**src/rtl/if_fetch_unit.sv**
```systemverilog
// Instruction-fetch stage with IF/ID pipeline register: req/ack fetch from
// instruction memory, hazard freeze with a one-entry skid buffer, branch redirect.
//
//   state   | meaning
//   FETCH   | request outstanding at req_addr (idle for one cycle after reset)
//   HOLD    | fetched word parked in skid buffer while decode is frozen
//   DISCARD | stale request still in flight; drop its data, then go to target_q
module if_fetch_unit #(
    parameter int unsigned           WORD_WIDTH = 32,
    parameter logic [WORD_WIDTH-1:0] RESET_PC   = '0,
    parameter logic [WORD_WIDTH-1:0] NOP_INSTR  = 32'hE1A00000
) (
    input  logic                  clk,
    input  logic                  rst,
    input  logic                  freeze,
    input  logic                  branch_taken,
    input  logic [WORD_WIDTH-1:0] branch_address,
    output logic                  imem_req,
    output logic [WORD_WIDTH-1:0] imem_addr,
    input  logic                  imem_ack,
    input  logic [WORD_WIDTH-1:0] imem_rdata,
    output logic [WORD_WIDTH-1:0] pc_out,
    output logic [WORD_WIDTH-1:0] instruction_out,
    output logic                  valid_out
);

    typedef enum logic [1:0] {
        FETCH   = 2'd0,
        HOLD    = 2'd1,
        DISCARD = 2'd2
    } state_t;

    localparam logic [WORD_WIDTH-1:0] PC_STEP = WORD_WIDTH'(4);

    state_t                state;
    logic [WORD_WIDTH-1:0] req_addr;
    logic [WORD_WIDTH-1:0] target_q;
    logic [WORD_WIDTH-1:0] skid_pc;
    logic [WORD_WIDTH-1:0] skid_instr;
    logic [WORD_WIDTH-1:0] redirect;
    logic [WORD_WIDTH-1:0] next_pc;
    logic                  ack;

    // An ack only counts while our own request is up; late acks after reset are ignored.
    assign ack       = imem_ack & imem_req;
    assign redirect  = {branch_address[WORD_WIDTH-1:2], 2'b00};
    assign next_pc   = req_addr + PC_STEP;
    assign imem_addr = req_addr;

    always_ff @(posedge clk or negedge rst) begin
        if (!rst) begin
            state           <= FETCH;
            imem_req        <= 1'b0;
            req_addr        <= RESET_PC;
            target_q        <= RESET_PC;
            skid_pc         <= '0;
            skid_instr      <= '0;
            pc_out          <= '0;
            instruction_out <= NOP_INSTR;
            valid_out       <= 1'b0;
        end else if (branch_taken) begin
            pc_out          <= '0;
            instruction_out <= NOP_INSTR;
            valid_out       <= 1'b0;
            imem_req        <= 1'b1;
            // A request still waiting for ack must keep its address until it completes.
            if (imem_req && !ack) begin
                target_q <= redirect;
                state    <= DISCARD;
            end else begin
                req_addr <= redirect;
                state    <= FETCH;
            end
        end else begin
            case (state)
                FETCH: begin
                    imem_req <= 1'b1;
                    if (ack) begin
                        req_addr <= next_pc;
                        if (freeze) begin
                            skid_pc    <= next_pc;
                            skid_instr <= imem_rdata;
                            imem_req   <= 1'b0;
                            state      <= HOLD;
                        end else begin
                            pc_out          <= next_pc;
                            instruction_out <= imem_rdata;
                            valid_out       <= 1'b1;
                        end
                    end else if (!freeze) begin
                        pc_out          <= '0;
                        instruction_out <= NOP_INSTR;
                        valid_out       <= 1'b0;
                    end
                end
                HOLD: begin
                    if (!freeze) begin
                        pc_out          <= skid_pc;
                        instruction_out <= skid_instr;
                        valid_out       <= 1'b1;
                        imem_req        <= 1'b1;
                        state           <= FETCH;
                    end
                end
                DISCARD: begin
                    imem_req <= 1'b1;
                    if (ack) begin
                        req_addr <= target_q;
                        state    <= FETCH;
                    end
                end
                default: begin
                    imem_req <= 1'b1;
                    state    <= FETCH;
                end
            endcase
        end
    end

endmodule

```
**config.mk**
```make
export PLATFORM = sky130hd
export DESIGN_NAME = if_fetch_unit
export DESIGN_NICKNAME = d
export VERILOG_FILES = /design/src/rtl/if_fetch_unit.sv
export SDC_FILE = /design/constraint.sdc
export NUM_CORES = 1
export LEC_CHECK = 0
export BUFFER_PORTS_ARGS = -buffer_cell sky130_fd_sc_hd__clkbuf_2
export CORE_ASPECT_RATIO = 2
export CORE_UTILIZATION = 30
export DETAILED_ROUTE_END_ITERATION = 10
export PLACE_DENSITY = 0.47
export SYNTH_ARGS = -nofsm -noshare
export SYNTH_HDL_FRONTEND = slang
export SYNTH_SLANG_ARGS = --single-unit
```
**constraint.sdc**
```tcl
create_clock -name clk -period 2.5 [get_ports clk]
set_input_delay 0.125 -clock clk [delete_from_list [all_inputs] [get_ports clk]]
set_output_delay 0.125 -clock clk [all_outputs]
set_load 0.02 [all_outputs]
```
==> flow_summary_export.csv <==
group,metric,value,unit
synth,ys_types,56,
clock_network,cts_setup_buffers,0,
setup_path,critPathLaunchType,"register",
die,io_pins,167,
placed_design,dp_slack,410.9,ps
timing,finalCriticalPeriod,2092,ps
timing,tns,0,ps
drt,dr_total_vias,7395,
drt,wl_met3,1.026,mm
finish,drive_gt1_frac,0.3019,
drt,met2_length,15.83,mm
grt,overflow,0,
timing,setup_violations,0,
job,drv_cap,0,
clock_network,cts_tree,"yes",
timing,max_freq,478.1,MHz
grt,grt_pass1_vias,7569,
clock_network,cts-root-buf,"clkbuf_16",
timing,post-route-period-util,0.8367,
grt,grt_max_degree,74,
timing,fin_worst_skew,11.53,ps
timing,setup_ws,408.3,ps
grt,grt.total_usage,0.1983,
timing,hold_viol,0,
status,status,"finished clean",
timing,finalMaxSlewViolations,0,
drt,wl_met1,10.69,mm
finish,nets,1127,
placed_design,hpwl,20.05,mm
synth,synth_seq_area_share,0.5361,
clock_network,clk_pin_slew,70,ps
timing,rsz0062_at_grt,"false",
clock_network,h-tree-depth,4,
clock_network,cts_hold_buf,63,
die,core,0.02885,mm^2
synth,syn-cell-area,0.008836,mm^2
finish,num-fill-cells,2965,
setup_path,arrival,2430,ps
clock_network,cts_sinks,189,
finish,syn2layout_area_growth,28.19,%
clock_network,ctsResizeCount,0,
die,die-area,0.03019,mm^2
die,fp.dieH,244.7,um
drt,drt_wl_total,28.57,mm
timing,worst_slew_pin_slew,644.0,ps
grt,antenna_found_initial,0,
clock_network,clockBufferDepth,2,
drt,top_layer_used,"met4",
clock_network,clk_latency,450,ps
grt,grt_pass1_wl,44.37,mm
drt,drc,0,
min_path,hp-class,"in2reg",
synth,synth-seq-cells,189,
die,rows,88,
synth,yosys_warnings,0,
finish,n_antenna_cell,0,
setup_path,critPathMaxFanout,32,
setup_path,cp-end-kind,"register",
drt,vias_per_cell,5.171,
power,leakagePower,5.054,nW
timing,relSlewSlack,0.5696,
placed_design,globalplace.congestion,0.7879,
drt,drt_iter0_markers,380,
clock_network,numCtsBuffers,17,
power,peakVddDrop,0.0003989,V
setup_path,critical_path_class,"reg2reg",
drt,wl_per_cell,19.98,um
drt,firstDrtPassIters,4,
setup_path,required,2840,ps
power,pwr_density_cell,771.6,mW/mm^2
drt,postRouteAntennaNets,0,
die,start_util,0.3063,
synth,syn_inst,845,
synth,synth.avg_cell_area,10.46,um^2
placed_design,io_buffers,162,
die,fp.dieW,123.4,um
==> sequential cells by signal, indices dropped and copies added, names as in the netlist <==
name,count
state,2
skid_pc,30
imem_req,1
valid_out,1
skid_instr,32
instruction_out,32
pc_out,31
imem_addr,30
target_q,30
==> per-layer routing <==
metal  GRT usage  vias up
met4     0.08611        0
met1      0.2073     3672
li1            -     3507
met3     0.04136       46
met2      0.3700      170
met5           0        -
==> Yosys cell counts (all sizes together) <==
master | count | share of area
o21ai | 96 | 0.054
a31oi | 4 | 0.0028
nor2b | 5 | 0.0035
nand2b | 4 | 0.0028
a21oi | 25 | 0.014
a221oi | 31 | 0.031
nor2 | 73 | 0.031
o21a | 6 | 0.0051
o211ai | 6 | 0.0057
nand3 | 19 | 0.011
ha | 1 | 0.0014
dfstp | 6 | 0.018
or4 | 1 | 0.0013
clkbuf | 55 | 0.025
and2 | 5 | 0.0035
buf | 14 | 0.011
inv | 3 | 0.0013
and3 | 19 | 0.014
a22oi | 22 | 0.019
xor2 | 14 | 0.014
or3 | 6 | 0.0042
and4 | 6 | 0.0062
nor3b | 1 | 0.0014
o22ai | 3 | 0.0021
o31a | 3 | 0.0030
nand4 | 15 | 0.013
or2 | 2 | 0.0014
a311oi | 3 | 0.0030
o22a | 3 | 0.0030
mux2 | 67 | 0.085
nor4 | 8 | 0.0091
a2bb2oi | 3 | 0.0030
nor3 | 43 | 0.025
a211oi | 3 | 0.0025
xnor2 | 13 | 0.013
o2bb2ai | 1 | 0.00099
dfrtp | 183 | 0.52
conb | 1 | 0.00042
a21o | 3 | 0.0025
o221ai | 8 | 0.0079
nand2 | 61 | 0.026
==> power by group <==
group | switching, mW | internal, mW | total (mW) | leakage, nW
Sequential | 0.459 | 3.64 | 4.10 | 2.34
Clock | 1.25 | 1.50 | 2.75 | 0.282
Combinational | 1.09 | 0.800 | 1.90 | 2.43
==> cell type report <==
| type | count | area (um^2) | share of cell area |
|---|---|---|---|
| timing repair buffer | 261 | 1745 | 0.1541 |
| tap | 360 | 450.4 | 0.03977 |
| multi-input combinational | 585 | 3801 | 0.3356 |
| clock buffer | 18 | 439.2 | 0.03877 |
| sequential | 189 | 4737 | 0.4182 |
| clock inverter | 14 | 142.6 | 0.01259 |
| inverter | 3 | 11.26 | 0.0009941 |
==> metrics by stage <==
stage / cell area [um^2] / cells / hold WS, ps / total power, mW / util
finish: 11330 / 1430 / 64.40 / 8.740 / 0.3927
global route: 11330 / 1430 / 73.74 / 9.235 / 0.3927
CTS: 11330 / 1430 / 44.39 / 8.875 / 0.3927
detailed placement: 10110 / 1335 / 16.63 / 6.003 / 0.3506
global placement: 10110 / 1335 / 20.40 / 5.948 / 0.3506
floorplan: 8840 / 846 / -170.6 / 5.234 / -
==> path summary, 6_finish.rpt <==
kind / start / end / slack, ps / depth (start not counted)
max: state[0] / imem_addr[21] / 410 / 5
min: freeze / state[0] / 60 / 3
max reg2reg: state[0] / imem_addr[21] / 410 / 5
min reg2reg: skid_pc[25] / skid_pc[25] / 480 / 2
max in group asynchronous: rst / instruction_out[29] / 1660 / 3
min in group asynchronous: rst / pc_out[1] / 100 / 2
==> critical path: stages, from the launching register on <==
cell and delay [ps]:
dfrtp_1 460, nand2b_1 150, buf_4 360, nand2_1 490, o21a_1 330, o22a_1 180
==> placed cells by master (no fill, tap or decap), drive strengths merged, types with 7 or more instances in the layout <==
cell         netlist  routed
nor3              43      43
a21oi             25      25
nand4             15      15
nor4               8       8
xnor2             13      13
xor2              14      14
a221oi            31      31
and3              19      19
clkbuf            55     179
nor2              73      73
mux2              67      67
o21ai             96      96
o221ai             8       8
clkinv             0       7
nand3             19      19
buf               14      37
dlygate4sd3        0      63
nand2             61      61
a22oi             22      22
dfrtp            183     183
==> logic make-up (layout without fill, tap and decap cells) <==
family,Yosys count,in the layout,synth area share
mux,67,67,0.08539
xor+xnor,27,27,0.02676
buf+inv,72,296,0.03710
simple gates,268,268,0.1532
flops,189,189,0.5361
compound gates,220,220,0.1596
other cells,1,2,0.0004244
fa+ha+maj,1,1,0.001416
Power figures use the tool's default switching activity.
